## src/rtl/fifo_flow_controller.sv

```systemverilog
// Handshake controller for the parallel-write/parallel-read FIFO datapath:
// turns valid/ready into datapath strobes, keeps a registered output word,
// tracks occupancy and clears the datapath pointers after reset.
module fifo_flow_controller #(
  parameter int unsigned DATA_WIDTH = 16,
  parameter int unsigned ADDR_WIDTH = 3,
  parameter int unsigned PAR_WRITE  = 1,
  parameter int unsigned PAR_READ   = 1,
  parameter int unsigned AF_THRESH  = 6
) (
  input  logic                           clk,
  input  logic                           rst_n,
  input  logic                           wvalid,
  output logic                           wready,
  output logic                           rvalid,
  input  logic                           rready,
  output logic [DATA_WIDTH*PAR_READ-1:0] rdata,
  input  logic                           dp_empty,
  input  logic                           dp_full,
  input  logic [DATA_WIDTH*PAR_READ-1:0] dp_data_out,
  output logic                           dp_wbuff,
  output logic                           dp_enr,
  output logic                           dp_clr,
  output logic [ADDR_WIDTH+1:0]          level,
  output logic                           almost_full
);

  localparam int unsigned LW        = ADDR_WIDTH + 2;
  localparam int unsigned LEVEL_MAX = (1 << ADDR_WIDTH) + PAR_READ;

  typedef enum logic [1:0] {
    S_INIT  = 2'd0,
    S_EMPTY = 2'd1,
    S_VALID = 2'd2
  } state_t;

  state_t        state;
  logic          load;
  logic          take;
  logic [LW-1:0] level_inc;
  logic [LW-1:0] level_dec;
  logic [LW-1:0] level_next;

  // Handshake decode, datapath strobes and next occupancy
  always_comb begin
    dp_clr     = (state == S_INIT);
    wready     = (state != S_INIT) && !dp_full;
    dp_wbuff   = wvalid && wready;
    load       = !dp_empty && ((state == S_EMPTY) || ((state == S_VALID) && rready));
    dp_enr     = load;
    take       = rvalid && rready;
    level_inc  = dp_wbuff ? LW'(PAR_WRITE) : LW'(0);
    level_dec  = take ? LW'(PAR_READ) : LW'(0);
    level_next = level + level_inc - level_dec;
  end

  // Output-word FSM, registered read data and occupancy tracking
  always_ff @(posedge clk or negedge rst_n) begin
    if (!rst_n) begin
      state       <= S_INIT;
      rvalid      <= 1'b0;
      rdata       <= '0;
      level       <= '0;
      almost_full <= 1'b0;
    end else begin
      case (state)
        S_INIT: begin
          state  <= S_EMPTY;
          rvalid <= 1'b0;
        end
        S_EMPTY: begin
          if (load) begin
            state  <= S_VALID;
            rvalid <= 1'b1;
          end
        end
        S_VALID: begin
          // A consumed word with nothing behind it empties the output register
          if (rready && !load) begin
            state  <= S_EMPTY;
            rvalid <= 1'b0;
          end
        end
        default: begin
          state  <= S_INIT;
          rvalid <= 1'b0;
        end
      endcase

      if (load) begin
        rdata <= dp_data_out;
      end

      level       <= level_next;
      almost_full <= (level_next >= LW'(AF_THRESH));

      // Occupancy must never underflow or exceed datapath depth plus the output word
      assert (!(take && (level < LW'(PAR_READ))));
      assert (level_next <= LW'(LEVEL_MAX));
    end
  end

endmodule

```

## config.mk

```make
export PLATFORM = sky130hd
export DESIGN_NAME = fifo_flow_controller
export DESIGN_NICKNAME = d
export VERILOG_FILES = /design/src/rtl/fifo_flow_controller.sv
export SDC_FILE = /design/constraint.sdc
export NUM_CORES = 1
export LEC_CHECK = 0
export BUFFER_PORTS_ARGS = -buffer_cell sky130_fd_sc_hd__buf_2
export CAP_MARGIN = 20
export CORE_MARGIN = 5
export CORE_UTILIZATION = 49
export DETAILED_ROUTE_END_ITERATION = 8
export PLACE_DENSITY = 0.83
export SLEW_MARGIN = 15
export SYNTH_ARGS = -nofsm -noshare
export SYNTH_HDL_FRONTEND = slang
export SYNTH_SLANG_ARGS = --single-unit
```

## constraint.sdc

```tcl
create_clock -name clk -period 6.6 [get_ports clk]
set_input_delay 0.66 -clock clk [delete_from_list [all_inputs] [get_ports clk]]
set_output_delay 0.66 -clock clk [all_outputs]
set_load 0.1 [all_outputs]
```

==> metrics.yaml, run 1 <==
syn_nets: 103
grt_setup_unrepaired: "false"
avgViaCountPerCell: 4.85
antenna_cells: 0
cts_inserted_buffers: 3
fp.coreArea_mm2: 0.00217
end_kind: "primary output"
antenna_found_initial: 0
yosysWarningCount: 0
met1_usage: 0.159
antenna_left: 0
grt.total_usage: 0.143
skew_ns: 0.00327
final-hold-violation-count: 0
fmax_mhz: 364
r2r_slack_ns: 4.25
yosysSeqAreaShare: 0.550
crit_required_ns: 5.94
die_h_um: 57.2
routed-via-count: 747
worst_pin_slew_ns: 0.648
max_slew_margin: 0.567
dieArea_mm2: 0.00327
fill_cells: 182
cts_sinks: 24
hold_path_class: "in2async"
maxCapViolCount: 0
tns_ns: 0
period_share: 0.416
die_w_um: 57.2
drt_pre_antenna_iters: 4
rows: 17
path_clk_slew_ns: 0.12
synthCells: 75
ys_types: 19
nets: 155
hpwl_mm: 1.64
grt_max_degree: 25
htreeDepth: 1
outcome: "complete, no violations"
grt_pass1_wl_mm: 3.56
cts-root-buf: "clkbuf_4"
drt-initial-drc-count: 6
post_cts_buffers: 0
finalMaxSlewViolations: 0
drc: 0
setup_violations: 0
postSynthAreaPerCell_um2: 14.6
drive_above_1_share: 0.548
finalWirelength_mm: 2.04
ios: 49
area_growth_pct: 28.2
start_util: 0.503
gp_congestion: 0.823
crit_fanout: 17
worst_setup_path_start_kind: "register"
worst_ep_arrival_time_ns: 2.09
setup_slack_ns: 3.85
postSynthRegisterBits: 24
cts_resized: 0
clk-insertion-delay-late_ns: 0.30
wl_per_cell_um: 13.2
io_buffers: 48
fin_crit_ns: 2.75
grt_pass1_vias: 792
clk_path_buf_depth: 2
grt_overflow: 0
use_met2: 0.246
top_usage_layer: "met2"
use_met3: 0.0317
syn-cell-area_mm2: 0.00109
tritoncts: "done"
post-place-ws_ns: 3.92
hold_buffers: 0
crit_type: "reg2out"
==> layer usage <==
metal	share of wire	wire, µm
met5	0	0
met1	0.41	826
met4	0.014	28
met3	0.065	132
met2	0.52	1050
==> flip-flops by register name, summed over array words and instances, names as in the netlist <==
name and cells:
almost_full 1, level 5, rdata 16, rvalid 1, state 1
==> cell type report <==
cell class	instances	area [µm²]	share of cell area
tap	28	35.0	0.0250
clock inverter	1	30.0	0.0214
sequential	24	601	0.429
timing repair buffer	48	240	0.172
inverter	6	22.5	0.0161
multi-input combinational	44	449	0.321
clock buffer	3	22.5	0.0161
==> path summary, 6_finish.rpt <==
kind,from,end,cells after the start
min in group clk,rdata[9],rdata[9],1
worst min-delay path,rst_n,state[0],1
max in group asynchronous,rst_n,rdata[12],1
worst min register to register,rdata[9],rdata[9],1
worst max-delay path,state[0],dp_enr,3
worst max register to register,rvalid,almost_full,9
==> critical path, stage by stage (launching register included) <==
cell,delay (ns)
dfrtp_1,0.45
nand3b_1,0.22
a21oi_4,0.56
buf_2,0.55
==> synthesized netlist by cell type (all sizes together) <==
master   n  share of area
xnor2    3          0.024
ha       5          0.057
mux2    16           0.20
and2     2          0.011
buf      1          0.018
nand2b   3          0.017
o21ai    2         0.0092
nor2     2         0.0069
a21oi    3          0.024
nand2    1         0.0034
inv      6          0.021
xor2     1         0.0080
fa       1          0.018
a21o     2          0.014
dfrtp   24           0.55
a211o    1         0.0080
nand3b   2          0.014
==> cell families after synthesis <==
group           Yosys count  synth area share
mux                      16             0.196
flops                    24             0.550
compound gates            8            0.0550
xor+xnor                  4            0.0321
simple gates             10            0.0527
buf+inv                   7            0.0389
fa+ha+maj                 6            0.0756
==> per-stage QoR <==
stage,utilization,cells,instance area (µm²),hold slack [ns]
detailed placement,0.621,150,1350,0.489
global placement,0.621,150,1350,0.486
finish,0.645,154,1400,0.303
global route,0.645,154,1400,0.320
floorplan,-,75,1090,0.364
CTS,0.645,154,1400,0.309
==> placed cells by master (no fill, tap or decap), types with 3 or more instances in the layout <==
master,Yosys,layout
buf_2,0,48
dfrtp_1,24,24
mux2_4,9,9
mux2_2,7,7
inv_1,6,6
ha_1,5,5
xnor2_1,3,3
nand2b_1,3,3
clkbuf_4,0,3
Power of run 1 is not shown: default switching activity piles up to over one toggle a cycle in this logic, so the estimate is an artifact.
==> run 2, diff against run 1 <==
- ABC_AREA: not set -> 1
- CORE_UTILIZATION: 49 -> 46
- PLACE_DENSITY: 0.83 -> 0.78
- clock period: 6.6 -> 2.75 ns (I/O delays scaled with it)
==> run 2 against run 1 <==
First-iteration DRC count rose to 3.3 times the previous value; clock skew rose by 0.0053 ns; utilization fell by 4.5 points; wire length rose by 24%; hold slack got worse by 0.15 ns; design area rose by 3.4%.
==> metrics.yaml, run 2 <==
grt.total_usage: 0.151
post-synth-top-area-fraction: 0.529
antenna_found_initial: 0
synth-edff-count: 0
skew_ns: 0.00855
largest_reg_flops: 16
post-synth-top-count-cell: "nand2_1"
setup_violations: 0
synthSimpleGateAreaFrac: 0.301
cp-endpoint: "dp_enr"
synth_top_family_by_area: "simple AND/OR/NAND/NOR gates"
worst_setup_path_start_kind: "register"
rows: 18
synth_top_cells_by_area: "dfrtp_1 (53%), nand2_1 (15%), nand3_1 (9.3%)"
fin_crit_ns: 2.14
io_buffers: 48
crit_type: "reg2out"
worst_pin_slew_ns: 0.512
most-common-layout-cells: "buf_2 (48), nand2_1 (45), dfrtp_1 (23), nand3_1 (21), inv_1 (14)"
hold_path_class: "in2reg"
htreeDepth: 1
ios: 49
tritoncts: "done"
post_cts_buffers: 0
ys_types: 19
antenna_left: 0
synthMuxAreaShare: 0
synth_flop_cell: "dfrtp_1"
antenna_cells: 0
period_share: 0.778
end_kind: "primary output"
grt_pass1_wl_mm: 4.06
yosysSeqAreaShare: 0.529
crit_fanout: 18
cts_inserted_buffers: 3
r2r_start: "rvalid"
avgViaCountPerCell: 4.74
drc: 0
worstSetupStartpoint: "rvalid"
reg_top3: "rdata: 16 flops, level: 5 flops"
clk_path_buf_depth: 2
maxCapViolCount: 0
reg2reg_to: "almost_full"
path_clk_slew_ns: 0.13
clk-insertion-delay-late_ns: 0.31
postSynthRegisterBits: 24
grt_max_degree: 25
nets: 206
layout_commonest_cell: "buf_2"
outcome: "complete, no violations"
die_w_um: 59.7
grt_setup_unrepaired: "false"
syn-cell-area_mm2: 0.00114
die_h_um: 59.7
fmax_mhz: 467
dieArea_mm2: 0.00356
synth_compound_area_frac: 0.0154
finalMaxSlewViolations: 0
wl_per_cell_um: 12.2
path_common_cell: "nand2_4"
synthArstFlopShare: 1.00
cts_sinks: 24
postSynthAreaPerCell_um2: 8.95
cp_cell_sequence: "nor2_2 -> nand2_4 -> nand2_4 -> buf_2"
final-hold-violation-count: 0
drt_pre_antenna_iters: 4
drive_above_1_share: 0.339
ff2ff_path_depth: 10
synth_area_leader_cell: "dfrtp_1"
hpwl_mm: 2.06
worst_ep_arrival_time_ns: 1.87
yosys-top-cells-count: "nand2_1 (45), dfrtp_1 (24), nand3_1 (21)"
cpPeakStageDelay_ns: 0.53
fp.coreArea_mm2: 0.00241
crit_required_ns: 2.48
routed-via-count: 982
syn_nets: 155
yosysWarningCount: 0
start_util: 0.471
finalWirelength_mm: 2.53
setup_slack_ns: 0.610
synthAdderAreaFrac: 0.0727
grt_overflow: 0
cts-root-buf: "clkbuf_4"
r2r_slack_ns: 0.68
post-place-ws_ns: 0.680
synth_xor_area_frac: 0.00771
synthCells: 127
top_register: "rdata"
max_slew_margin: 0.659
drt-initial-drc-count: 20
gp_congestion: 0.716
area_growth_pct: 27.4
cpMaxStageDelayCell: "dfrtp_4"
grt_pass1_vias: 990
run 2: cell types whose count changed after synthesis, moves of 3 or more:
cell and change:
nand2_1 +44, nand3_1 +21, mux2_4 -9, inv_1 +8
mux2_2 -7, nand2b_1 -3, xnor2_1 -3
run 2: how the worst min path moves through the flow:
stage,start,depth (start not counted),endpoint,slack [ns]
after global routing,dp_data_out[6],3,rdata[6],0.14
after detailed placement,rst_n,1,rdata[13],0.28
after floorplan,rst_n,0,almost_full,-0.02
after CTS,dp_data_out[6],3,rdata[6],0.15
final,dp_data_out[5],3,rdata[5],0.16
after global placement,rst_n,1,rdata[13],0.28
run 2: through the flow:
step / instances / cell area, µm² / setup TNS, ns / hold WS [ns] / utilization
after CTS: 207 / 1450 / 0 / 0.151 / 0.601
final: 207 / 1450 / 0 / 0.155 / 0.601
after floorplan: 127 / 1160 / -0.0464 / -0.0206 / -
after global placement: 202 / 1410 / 0 / 0.279 / 0.586
after detailed placement: 202 / 1410 / 0 / 0.280 / 0.586
after global routing: 207 / 1450 / 0 / 0.145 / 0.601
run 2: cell families (layout without fill, tap and decap cells):
| logic type | Yosys count | after routing |
|---|---|---|
| xor+xnor | 1 | 1 |
| fa+ha+maj | 6 | 6 |
| simple gates | 74 | 74 |
| flops | 24 | 24 |
| buf+inv | 19 | 69 |
| compound gates | 3 | 3 |
run 2: area by class of cell:
class | count | area [µm²]
multi-input combinational | 84 | 469
tap | 30 | 37.5
inverter | 16 | 60.1
sequential | 24 | 604
clock buffer | 4 | 26.3
fill | 230 | 962
timing repair buffer | 49 | 250
run 2: worst max-delay path: cells and delay by family, from the launching register on:
kind	cells	cell delay, ns
buffers and inverters	1	0.46
and+or+nand+nor	3	0.56
DFF	1	0.53
run 2: layer usage:
metal | up-vias | GRT usage | part of all wire
met5 | - | 0 | 0
met3 | 2 | 0.0216 | 0.043
met1 | 455 | 0.173 | 0.40
met2 | 22 | 0.281 | 0.55
met4 | 0 | 0.0570 | 0.0055
li1 | 503 | - | -
run 2: what timing repair did:
action                                 in CTS  in global routing
endpoints found under the hold margin      24                  0
hold buffers                                1                  0
resized for setup                           0                  0
Power of run 2 is left out for the same reason.
==> run 3, diff against run 2 <==
- clock period: 2.75 -> 2.1 ns (I/O delays scaled with it)
==> run 3 against run 2 <==
Global-route usage increased by 0.51 points; wire length up 1.9%; first-iteration DRC count increased by 90%; critical path type unchanged; final cell count increased by 0.48%; hold slack got worse by 0.073 ns; clock skew shrank 0.0080 ns; utilization increased by 2.3 points; critical endpoint unchanged; sequential share of layout area decreased by 1.6 points.
==> metrics.yaml, run 3 (synthesis results as in run 2) <==
htreeDepth: 1
rows: 18
setup_violations: 0
hold_path_class: "in2reg"
wl_per_cell_um: 12.4
crit_fanout: 18
holdWs_ns: 0.0825
post_cts_buffers: 0
hpwl_mm: 2.05
nets: 207
maxCapViolCount: 0
fin_cells: 208
io_buffers: 48
reg_top3: "rdata: 16 flops, level: 5 flops"
clk_path_buf_depth: 2
skew_ns: 0.000551
fmax_mhz: 506
max_slew_margin: 0.656
start_util: 0.471
worst_pin_slew_ns: 0.516
layout_commonest_cell: "buf_2"
path_clk_slew_ns: 0.13
drt-initial-drc-count: 38
die_w_um: 59.7
ff2ff_path_depth: 9
worst_setup_path_start_kind: "register"
antenna_found_initial: 0
dpl.cell_count: 203
crit_required_ns: 1.89
antenna_left: 0
grt_setup_unrepaired: "false"
period_share: 0.940
end_kind: "primary output"
drc: 0
finalWirelength_mm: 2.58
crit_type: "reg2out"
finalMaxSlewViolations: 0
final-hold-violation-count: 0
grt_pass1_wl_mm: 4.24
grt_max_degree: 25
largest_reg_flops: 16
fp.coreArea_mm2: 0.00241
ios: 49
area_growth_pct: 32.4
die_h_um: 59.7
worst_ep_arrival_time_ns: 1.76
cts-root-buf: "clkbuf_4"
antenna_cells: 0
outcome: "complete, no violations"
drive_above_1_share: 0.360
tritoncts: "done"
avgViaCountPerCell: 4.83
fin_crit_ns: 1.97
routed-via-count: 1004
top_register: "rdata"
gp_congestion: 0.698
grt.total_usage: 0.156
hold-path-cell-count: 3
dieArea_mm2: 0.00356
most-common-layout-cells: "buf_2 (47), nand2_1 (45), dfrtp_1 (23), nand3_1 (20), inv_1 (14)"
grt_pass1_vias: 1024
drt_pre_antenna_iters: 5
clk-insertion-delay-late_ns: 0.31
grt_overflow: 0
cts_inserted_buffers: 3
cts_sinks: 24
run 3: critical path: stages, from the launching register on:
cell	delay (ns)
dfrtp_4	0.50
buf_4	0.16
nor2_2	0.19
nand2_4	0.17
nand2_4	0.23
buf_12	0.20
run 3: final cells by class:
class	instances	area [µm²]
flip-flops and latches	24	604
multi-input cells	84	477
well taps	30	37.5
repair buffers	50	273
clock inverters	1	30.0
clock buffers	3	22.5
fillers	222	906
inverters	16	60.1
run 3: through the flow:
step / setup TNS (ns) / setup slack, ns / util / cell area, µm²
global route: 0 / 0.0513 / 0.624 / 1500
floorplan: -3.19 / -0.696 / - / 1160
global placement: 0 / 0.162 / 0.595 / 1430
CTS: 0 / 0.0713 / 0.621 / 1500
finish: 0 / 0.126 / 0.624 / 1500
detailed placement: 0 / 0.0882 / 0.595 / 1430
run 3: worst paths after layout:
kind | from | end | slack, ns
setup / recovery | rvalid | dp_enr | 0.13
hold / removal | dp_data_out[6] | rdata[6] | 0.08
setup reg to reg | rvalid | almost_full | 0.16
hold reg to reg | rdata[0] | rdata[0] | 0.52
max in group asynchronous | rst_n | rvalid | 1.33
min in group asynchronous | rst_n | rdata[14] | 0.38
run 3: repair_timing:
action,4_1_cts,5_1_grt
resized for setup,0,2
endpoints found under the hold margin,24,0
endpoints found under the setup margin,0,2
hold buffers,1,0
run 3: layer usage:
metal  GRT usage  wire length, µm  vias to the layer above
met5           0                0                        -
met4      0.0570               14                        0
met3      0.0216              110                        2
met2       0.295             1440                       22
met1       0.176             1020                      478
li1            -                -                      502
Power of run 3 is left out for the same reason.
